<file path="config.mk">
export PLATFORM = sky130hd
export DESIGN_NAME = mips_inst_sequencer
export DESIGN_NICKNAME = d
export VERILOG_FILES = /design/src/rtl/mips_seq_pkg.sv /design/src/rtl/mips_inst_fifo.sv /design/src/rtl/mips_inst_sequencer.sv
export SDC_FILE = /design/constraint.sdc
export NUM_CORES = 1
export LEC_CHECK = 0
export CAP_MARGIN = 20
export CORE_MARGIN = 1
export CORE_UTILIZATION = 45
export DETAILED_ROUTE_END_ITERATION = 10
export PLACE_DENSITY = 0.69
export SETUP_SLACK_MARGIN = 0.02
export SLEW_MARGIN = 20
export SYNTH_ARGS = -nofsm -noshare
export SYNTH_HDL_FRONTEND = slang
export SYNTH_SLANG_ARGS = --single-unit
</file>
<file path="constraint.sdc">
create_clock -name clk -period 7.7 [get_ports clk]
set_input_delay 1.925 -clock clk [delete_from_list [all_inputs] [get_ports clk]]
set_output_delay 1.925 -clock clk [all_outputs]
set_load 0.1 [all_outputs]
</file>
<file path="src/rtl/mips_seq_pkg.sv">
// Shared types and defaults for the MIPS external instruction sequencer.
// Holds the controller state encoding and the CPU-facing constants.
package mips_seq_pkg;

  typedef enum logic [1:0] {
    S_IDLE  = 2'd0,
    S_WAIT  = 2'd1,
    S_FETCH = 2'd2,
    S_EXEC  = 2'd3
  } seq_state_e;

  localparam logic [3:0]  SEQ_FETCH_STATE = 4'd0;
  localparam logic [31:0] SEQ_NOP_INST    = 32'h0000_0000;

endpackage

</file>
<file path="src/rtl/mips_inst_fifo.sv">
// Synchronous instruction FIFO with flush, occupancy level and registered head.
// Pushes into a full buffer and pops from an empty one are ignored.
module mips_inst_fifo #(
  parameter int DEPTH = 4
) (
  input  logic                     clk,
  input  logic                     rst,
  input  logic                     flush_i,
  input  logic                     push_i,
  input  logic                     pop_i,
  input  logic [31:0]              din_i,
  output logic [31:0]              head_o,
  output logic [$clog2(DEPTH):0]   level_o
);

  localparam int AW = $clog2(DEPTH);
  localparam int LW = AW + 1;

  logic [31:0]   mem_q [DEPTH];
  logic [AW-1:0] wr_q, wr_d;
  logic [AW-1:0] rd_q, rd_d;
  logic [LW-1:0] lvl_q, lvl_d;
  logic          do_push;
  logic          do_pop;

  assign do_push = push_i && (lvl_q != LW'(DEPTH));
  assign do_pop  = pop_i && (lvl_q != '0);

  always_comb begin
    wr_d  = wr_q;
    rd_d  = rd_q;
    lvl_d = lvl_q;
    if (flush_i) begin
      wr_d  = '0;
      rd_d  = '0;
      lvl_d = '0;
    end else begin
      if (do_push) wr_d = wr_q + AW'(1);
      if (do_pop)  rd_d = rd_q + AW'(1);
      unique case ({do_push, do_pop})
        2'b10:   lvl_d = lvl_q + LW'(1);
        2'b01:   lvl_d = lvl_q - LW'(1);
        default: lvl_d = lvl_q;
      endcase
    end
  end

  always_ff @(posedge clk) begin
    if (rst) begin
      wr_q  <= '0;
      rd_q  <= '0;
      lvl_q <= '0;
    end else begin
      wr_q  <= wr_d;
      rd_q  <= rd_d;
      lvl_q <= lvl_d;
    end
  end

  // Storage needs no reset; only the pointers define validity.
  always_ff @(posedge clk) begin
    if (!rst && !flush_i && do_push) mem_q[wr_q] <= din_i;
  end

  assign head_o  = mem_q[rd_q];
  assign level_o = lvl_q;

endmodule

</file>
<file path="src/rtl/mips_inst_sequencer.sv">
// Feeds host instructions into a multicycle MIPS CPU, one per fetch state.
// Issues NOP_INST whenever the buffer is empty at fetch time.
module mips_inst_sequencer
  import mips_seq_pkg::*;
#(
  parameter int          DEPTH       = 4,
  parameter logic [3:0]  FETCH_STATE = SEQ_FETCH_STATE,
  parameter logic [31:0] NOP_INST    = SEQ_NOP_INST
) (
  input  logic                   clk,
  input  logic                   rst,
  input  logic                   seq_en,
  input  logic                   flush,
  input  logic                   host_valid,
  input  logic [31:0]            host_inst,
  output logic                   host_ready,
  input  logic [3:0]             cpu_state,
  output logic                   ext_inst_en,
  output logic [31:0]            ext_inst,
  output logic [15:0]            issued_cnt,
  output logic [15:0]            nop_cnt,
  output logic [$clog2(DEPTH):0] level
);

  localparam int LW = $clog2(DEPTH) + 1;

  seq_state_e    state_q, state_d;
  logic [15:0]   issued_q, issued_d;
  logic [15:0]   nop_q, nop_d;
  logic [31:0]   head;
  logic [LW-1:0] lvl;
  logic          has_head;
  logic          push;
  logic          pop;

  assign has_head   = (lvl != '0);
  assign host_ready = (lvl < LW'(DEPTH)) && !rst && !flush;
  assign push       = host_valid && host_ready;
  assign pop        = (state_q == S_FETCH) && seq_en && has_head && !flush;

  mips_inst_fifo #(
    .DEPTH (DEPTH)
  ) u_fifo (
    .clk     (clk),
    .rst     (rst),
    .flush_i (flush),
    .push_i  (push),
    .pop_i   (pop),
    .din_i   (host_inst),
    .head_o  (head),
    .level_o (lvl)
  );

  always_comb begin
    state_d     = state_q;
    issued_d    = issued_q;
    nop_d       = nop_q;
    ext_inst_en = 1'b0;
    ext_inst    = 32'h0;
    unique case (state_q)
      S_IDLE: begin
        if (seq_en) state_d = S_WAIT;
      end
      S_WAIT: begin
        ext_inst_en = 1'b1;
        ext_inst    = has_head ? head : NOP_INST;
        if (cpu_state == FETCH_STATE) state_d = S_FETCH;
      end
      S_FETCH: begin
        ext_inst_en = 1'b1;
        ext_inst    = has_head ? head : NOP_INST;
        state_d     = S_EXEC;
        if (pop) issued_d = issued_q + 16'd1;
        else     nop_d    = nop_q + 16'd1;
      end
      S_EXEC: begin
        ext_inst_en = 1'b1;
        ext_inst    = has_head ? head : NOP_INST;
        if (cpu_state != FETCH_STATE) state_d = S_WAIT;
      end
    endcase
    // Disabling freezes the stream without consuming or counting.
    if (!seq_en) begin
      state_d  = S_IDLE;
      issued_d = issued_q;
      nop_d    = nop_q;
    end
    if (rst) begin
      ext_inst_en = 1'b0;
      ext_inst    = 32'h0;
    end
  end

  always_ff @(posedge clk) begin
    if (rst) begin
      state_q  <= S_IDLE;
      issued_q <= 16'd0;
      nop_q    <= 16'd0;
    end else begin
      state_q  <= state_d;
      issued_q <= issued_d;
      nop_q    <= nop_d;
    end
  end

  assign issued_cnt = issued_q;
  assign nop_cnt    = nop_q;
  assign level      = lvl;

endmodule

</file>
==> results.py <==
metrics = {
    "grt": {
        "grt_pass1_vias": 4151,
        "grt_max_degree": 37,
        "gr-total-overflow": 0,
        "grt_usage": 0.1826,
        "grt_pass1_wl_um": 22080,
        "antenna_found_initial": 0,
    },
    "finish": {
        "drive_above_1_share": 0.2014,
        "layout_commonest_cell": "edfxtp_1",
        "layout_common_cells": "edfxtp_1, clkdlybuf4s50_1, dfxtp_1",
        "final_core_util": 0.5774,
        "area_growth_syn_to_layout_pct": 25.38,
        "diodes": 0,
        "fin_nets": 610,
        "n_fill_cell": 1146,
        "design_area_um2": 8746,
        "stdcell_count": 759,
    },
    "timing": {
        "min_period_ns": 5.577,
        "max_freq_mhz": 179.3,
        "rsz0062_at_grt": "no",
        "finClkSkew_ns": 0.005583,
        "setup_tns_ns": 0,
        "worst_slew_pin_slew_ns": 0.9847,
        "slew_headroom": 0.3415,
        "finalSetupViolCount": 0,
        "fin_crit_sh": 0.7242,
        "hold_violations": 0,
        "finalMaxSlewViolations": 0,
    },
    "placed_design": {
        "gp_congestion": 0.7570,
        "hpwl_um": 8603,
        "io_buffers": 109,
        "place_area_um2": 8160,
        "placedCellCount": 727,
    },
    "die": {
        "dieArea_um2": 16000,
        "dieWidth_um": 126.5,
        "start_util": 0.4606,
        "num_io_pins": 110,
        "core_area_um2": 15150,
        "fp.dieH_um": 126.5,
        "num_rows": 45,
    },
    "yosys": {
        "syn_avg_cell_area_um2": 15.50,
        "async_flop_share": 0,
        "syn-num-nets": 502,
        "synth_cells": 450,
        "yosysUniqueCellTypes": 43,
        "synth_area_um2": 6975,
        "yosys.area.top_type": "edfxtp_1",
        "synth.top_cell.area_share": 0.5510,
        "ys.flop_type": "edfxtp_1",
        "synth-edff-count": 128,
        "synth_area_leaders": "edfxtp_1, dfxtp_1, mux4_2",
        "synth-seq-area-share": 0.6744,
        "ys_seq_elements": 171,
        "ys.warnings.count": 0,
    },
    "power": {
        "peakVddDrop_mv": 0.2458,
        "leakage_nw": 2.986,
        "power_density_nw_per_um2": 217.5,
    },
    "worst_setup_path": {
        "path_buf_inv": 2,
        "critPathCaptureType": "output port",
        "critPathArrivalTime_ns": 3.65,
        "crit_path_top_delay_cell": "nor2_4",
        "slowest_delay_ns": 0.60,
        "required_ns": 5.78,
        "cp-start-kind": "input pin",
        "cp_max_fo": 33,
        "path_delay_family": "simple AND/OR/NAND/NOR gates",
        "path_class": "in2out",
        "crit_chain": "clkdlybuf4s50_1 -> nor2_4 -> and3_1 -> buf_4",
    },
    "clocking": {
        "insertion_delay_ns": 0.42,
        "clockBufferDepth": 2,
        "cts_tree": "yes",
        "ctsHoldBuffers": 0,
        "postCtsSetupBuffers": 0,
        "cts_sinks": 171,
        "root_buffer": "clkbuf_16",
        "cts_buffers": 17,
        "cts_max_level": 4,
        "cts_resized": 0,
        "clk_pin_slew_ns": 0.07,
    },
    "route": {
        "drt_first_iter_violations": 257,
        "ant_nets": 0,
        "drc_errors": 0,
        "dr.pass1.iters": 4,
        "drt-total-wl_um": 13900,
        "dr_total_vias": 4259,
        "wl_per_cell_um": 18.31,
        "vias_per_cell": 5.611,
    },
    "flow_run": {
        "maxCapViolations": 0,
    },
    "worst_hold_path": {
        "hold_class": "reg2reg",
    },
    "outcome": {
        "status": "finished clean",
    },
}
[tightest hold or removal path, cell delays in order (launching register included)]
cell and delay [ns]:
dfxtp_1 0.32, o31ai_1 0.06, a21oi_1 0.05
[cell type report]
type                       count  area, µm²  area share
sequential                   171       4707      0.5382
inverter                       8      30.03    0.003433
timing repair buffer         112       1028      0.1176
multi-input combinational    248       2160      0.2469
clock inverter                15      160.2     0.01831
tap                          188      235.2     0.02690
clock buffer                  17      425.4     0.04864
[sequential cells by signal, summed over array words and instances, names as in the netlist, named ones only]
register        cells
state_q             2
nop_cnt            16
u_fifo.level_o      3
u_fifo.mem_q      128
u_fifo.rd_q         2
u_fifo.wr_q         2
issued_cnt         16
[metal layers]
metal / wire (µm) / global-route usage
met1: 6191 / 0.2336
met2: 6737 / 0.3013
met3: 810 / 0.05399
met4: 160 / 0.05599
met5: 0 / 0
[report_power, final]
group	leakage (nW)	switching (mW)	internal (mW)
registers	1.50	0.00235	0.996
logic	1.20	0.0390	0.0292
clock network	0.280	0.376	0.459
total	2.99	0.418	1.48
[worst paths after layout]
check                    startpoint                 to  slack (ns)  cells after the start
hold reg to reg         nop_cnt[15]        nop_cnt[15]        0.49                      2
setup / recovery                rst        ext_inst[3]        2.12                      4
hold / removal          nop_cnt[15]        nop_cnt[15]        0.49                      2
setup reg to reg  u_fifo.level_o[2]  u_fifo.level_o[2]        5.16                      5
[logic make-up after synthesis]
kind of cell	Yosys count	share of synthesized area
compound gates	47	0.04072
simple gates	136	0.1148
xor+xnor	19	0.02386
fa+ha+maj	11	0.02081
mux	35	0.1076
buf+inv	31	0.01776
flops	171	0.6744
[synthesized netlist by cell type (all sizes together) (6+ instances only)]
cell and n:
or4 6, nor2 29, or3 10, and3 35, inv 8, mux4 32
buf 6, a21oi 16, xnor2 9, edfxtp 128, nand3 9, xor2 10
clkbuf 17, nand2 14, o21ai 14, and4 6, ha 10, dfxtp 43
[per-stage QoR]
stage / total power [mW] / worst slack, ns / hold WS (ns)
final: 1.902 / 2.123 / 0.4851
after floorplan: 1.050 / 1.560 / 0.4725
after detailed placement: 1.088 / 2.098 / 0.4805
after global placement: 1.085 / 1.673 / 0.4703
after global routing: 1.963 / 2.001 / 0.5150
after CTS: 1.923 / 2.080 / 0.4899
Power figures use the tool's default switching activity.
==> edit 1: new RTL, same settings <==
Re-encode `seq_state_e` (4 states) as one-hot, 4 bits wide.
--- a/src/rtl/mips_seq_pkg.sv
+++ b/src/rtl/mips_seq_pkg.sv
@@ -3,9 +3,9 @@
 package mips_seq_pkg;
 
-  typedef enum logic [1:0] {
-    S_IDLE  = 2'd0,
-    S_WAIT  = 2'd1,
-    S_FETCH = 2'd2,
-    S_EXEC  = 2'd3
+  typedef enum logic [3:0] {
+    S_IDLE  = 4'b0001,
+    S_WAIT  = 4'b0010,
+    S_FETCH = 4'b0100,
+    S_EXEC  = 4'b1000
   } seq_state_e;
 
Check against the original RTL: same outputs for any inputs over 4 cycles, from zero or initial values and one cycle with rst high; so few cycles prove little.
==> edit 1 against the original RTL <==
- largest cell class unchanged
- via count is 0.26% lower
- combinational power is 20% lower
- power is 2.3% higher
- sequential share of layout area is 0.23 points lower
- synthesized area is 0.91% higher
- critical path depth stayed put
- clock power is 5.6% higher
- cell area is 1.3% higher
- non-clock buffer count stayed put
- global-route usage is 0.23 points higher
- setup slack worse by 410 ps
- first-iteration DRC count is 28% lower
- sequential cell count is 2 higher
- routed wire length is 0.82% higher
==> edit 1: results (changes against the original RTL) <==
status=completed; Final Skew=9.49 ps (+3.91 ps); first-pass iteration count of the detailed router=4 (unchanged); largest net degree at the start of global routing=40 (+8.1%); Slowest Stage Delay on Critical Path=1030 ps (+430 ps); Min Hold Slack=491 ps (+6.03 ps); vias in the first global route=4355 (+4.9%); fillcell total=1180 (+3.0%); register area share after synthesis=0.674 (about the same); Slowest-stage cell, CP=or4b_2; reg2reg end=u_fifo.mem_q[0][7]; Largest Register=u_fifo.mem_q; Post-synth top cells=128 x edfxtp_1, 45 x dfxtp_1, 32 x mux4_2; Worst EP arrival=4070 ps (+420 ps); nets@finish=611 (+0.16%); Cell variety after synth=50 (+16%); initial DRC count=184 (-28%); peak supply drop=0.159 mV (-35%); antenna violations before repair=1 (+1); Crit. Startpoint=rst; Vias=4248 (-0.26%); Ys Warns=0 (unchanged); switching power of the nets=396 uW (-5.2%); R2R cell count=2 (-3); area post-placement=8250 um^2 (+1.0%); Reg2Reg Setup Slack=5330 ps (+170 ps); first-pass GRT wire length=22500 um (+1.8%); HPWL Detailed=8690 um (+1.1%); per-cell routed wire length=17.8 um (-2.8%); post-CTS setup buffers=0 (unchanged); worst setup path end=ext_inst[31]; Largest register FFs=128 (unchanged); Final Util=0.581 (+0.00312); fraction of final layout cells sized beyond drive strength 1=0.207 (+0.00520); Area contributors post-synth=edfxtp_1 55%, dfxtp_1 13%, mux4_2 10%, a21oi_1 2.1%, and2b_1 1.9%; GRT Util Overall=0.185 (+0.00231); hold_sp=issued_cnt[15]; cts bufs inserted=17 (unchanged); number of flops mapped to enable cells by yosys=128 (unchanged); Slew @ Worst Pin=1000 ps (+19.8 ps); Critical Path Fanout Max=32 (-3.0%); leak pwr=0.00292 uW (-2.2%); # diodes=0 (unchanged); GPL Wtd Cong=0.752 (-0.67%)
## edit 1: stage by stage
step                cells  worst slack, ps
floorplan             454             1500
global placement      755             1750
detailed placement    755             1700
CTS                   787             1700
global route          787             1630
finish                787             1710
## edit 1: cells by family (layout without fill, tap and decap cells)
kind of cell               count (synthesis)  after routing  share of synthesized area
DFF                                      173            173                      0.674
and+or+nand+nor                          132            132                      0.119
AOI/OAI and AO/OA                         66             66                     0.0540
muxes                                     36             36                      0.108
buffers and inverters                     32            154                     0.0190
xor gates and xnor gates                   8              8                     0.0119
adders and majority gates                  7              7                     0.0135
## edit 1: layout make-up
type | count | share of cell area
sequential | 173 | 0.536
multi-input combinational | 249 | 0.244
timing repair buffer | 112 | 0.116
clock buffer | 17 | 0.0480
tap | 211 | 0.0298
clock inverter | 15 | 0.0212
inverter | 10 | 0.00424
## edit 1: worst min-delay path by stage
| stage | endpoint | depth (start not counted) |
|---|---|---|
| 3_3_place_gp | nop_cnt[15] | 2 |
| 6_report | issued_cnt[15] | 2 |
| 2_1_floorplan | u_fifo.wr_q[0] | 2 |
| 4_1_cts | issued_cnt[15] | 2 |
| 3_5_place_dp | issued_cnt[15] | 2 |
| 5_1_grt | issued_cnt[15] | 2 |
## edit 1: layer usage
metal  vias up  wire [um]  share of wire  track usage
li1       1980          -              -            -
met1      2121       6030           0.43        0.228
met2       130       6910           0.49        0.309
met3        15        875          0.062       0.0528
met4         2        182          0.013       0.0721
met5         -         12        0.00086            0
## edit 1: power groups by stage
stage / sequential, uW / combinational, uW / clock, uW
final: 1010 / 54.8 / 883
after global routing: 1010 / 58.8 / 932
after CTS: 1010 / 55.3 / 895
after detailed placement: 1030 / 55.0 / 0
after global placement: 1030 / 53.0 / 0
after floorplan: 1030 / 20.8 / 0
==> edit 2: new RTL, same settings <==
Without the edit above. `DEPTH` is set to 4 in 2 places; all go to 2.
--- a/src/rtl/mips_inst_fifo.sv
+++ b/src/rtl/mips_inst_fifo.sv
@@ -2,5 +2,5 @@
 // Pushes into a full buffer and pops from an empty one are ignored.
 module mips_inst_fifo #(
-  parameter int DEPTH = 4
+  parameter int DEPTH = 2
 ) (
   input  logic                     clk,
--- a/src/rtl/mips_inst_sequencer.sv
+++ b/src/rtl/mips_inst_sequencer.sv
@@ -4,5 +4,5 @@
   import mips_seq_pkg::*;
 #(
-  parameter int          DEPTH       = 4,
+  parameter int          DEPTH       = 2,
   parameter logic [3:0]  FETCH_STATE = SEQ_FETCH_STATE,
   parameter logic [31:0] NOP_INST    = SEQ_NOP_INST
Interface: changed (resized level); port bits go from 110 to 109. No check against the original RTL was run, so the function may have changed too.
==> edit 2 against the original RTL <==
- non-clock buffer count down 2
- routed wire length is 38% lower
- cell area decreased by 36%
- die area is 38% lower
- setup slack worse by 140 ps
- sequential cell count shrank 68
- power down 47%
- maximum frequency decreased by 2.4%
- synthesized area is 39% lower
- critical endpoint is now ext_inst[0]
==> edit 2: results (changes against the original RTL) <==
status=completed; worst setup path end=ext_inst[0]; number of flops mapped to enable cells by yosys=64 (-50%); Min Hold Slack=488 ps (+3.06 ps); leak pwr=0.00189 uW (-37%); area post-placement=5390 um^2 (-34%); Slew @ Worst Pin=1030 ps (+48.6 ps); Area contributors post-synth=edfxtp_1 45%, dfxtp_1 18%, mux2i_1 8.2%, nor2_1 5.0%, xnor2_1 2.5%; adder-cell share of the synthesized area=0.0204 (-0.000369); Synth Area per Inst=12.3 um^2 (-21%); peak supply drop=0.0889 mV (-64%); clock root cell=clkbuf_8; mux cell area share after synthesis=0.0818 (-0.0259); R2R cell count=3 (-2); initial DRC count=99 (-61%); first-pass GRT wire length=13600 um (-38%); count of input and output buffers=108 (-0.92%); Worst EP arrival=3790 ps (+140 ps); clock-pin transition on the worst setup and hold timing paths=90 ps (+20 ps); post-synthesis compound-gate area fraction=0.0453 (+0.00454); per-cell routed wire length=14.6 um (-20%); GPL Wtd Cong=0.759 (+0.30%); largest net degree at the start of global routing=33 (-11%); reg2reg end=u_fifo.mem_q[0][11]; HPWL Detailed=5840 um (-32%); vias in the first global route=2849 (-31%); worst-case hold path end point=issued_cnt[15]; Post-synth top cells=64 x edfxtp_1, 57 x nor2_1, 39 x dfxtp_1; Largest register FFs=64 (-50%)
==> edit 2: cell type report <==
cell class	count	area (um^2)
Inverter	4	15.0
Fill cell	738	3630
Clock buffer	14	183
Tap cell	129	161
Clock inverter	2	36.3
Sequential cell	103	2700
Multi-Input combinational cell	225	1500
Timing Repair Buffer	110	1010
==> edit 2: power by group <==
| group | internal, uW | switching [uW] | leakage [uW] | total [uW] |
|---|---|---|---|---|
| Combinational | 24.8 | 28.1 | 0.000878 | 52.8 |
| Clock | 187 | 169 | 0.000113 | 355 |
| Sequential | 592 | 2.54 | 0.000896 | 594 |
==> edit 2: worst max-delay path, stage by stage <==
cell,delay [ps]
clkdlybuf4s50_1,690
nor2_1,350
o21ai_4,280
nor2_1,200
buf_4,310
==> edit 2: metal layers <==
layer / track usage / vias to the layer above / share of wire
met4: 0.0848 / 0 / 0.020
met1: 0.230 / 1418 / 0.47
met2: 0.291 / 69 / 0.47
met5: 0 / - / 0
met3: 0.0344 / 12 / 0.041
li1: - / 1470 / -
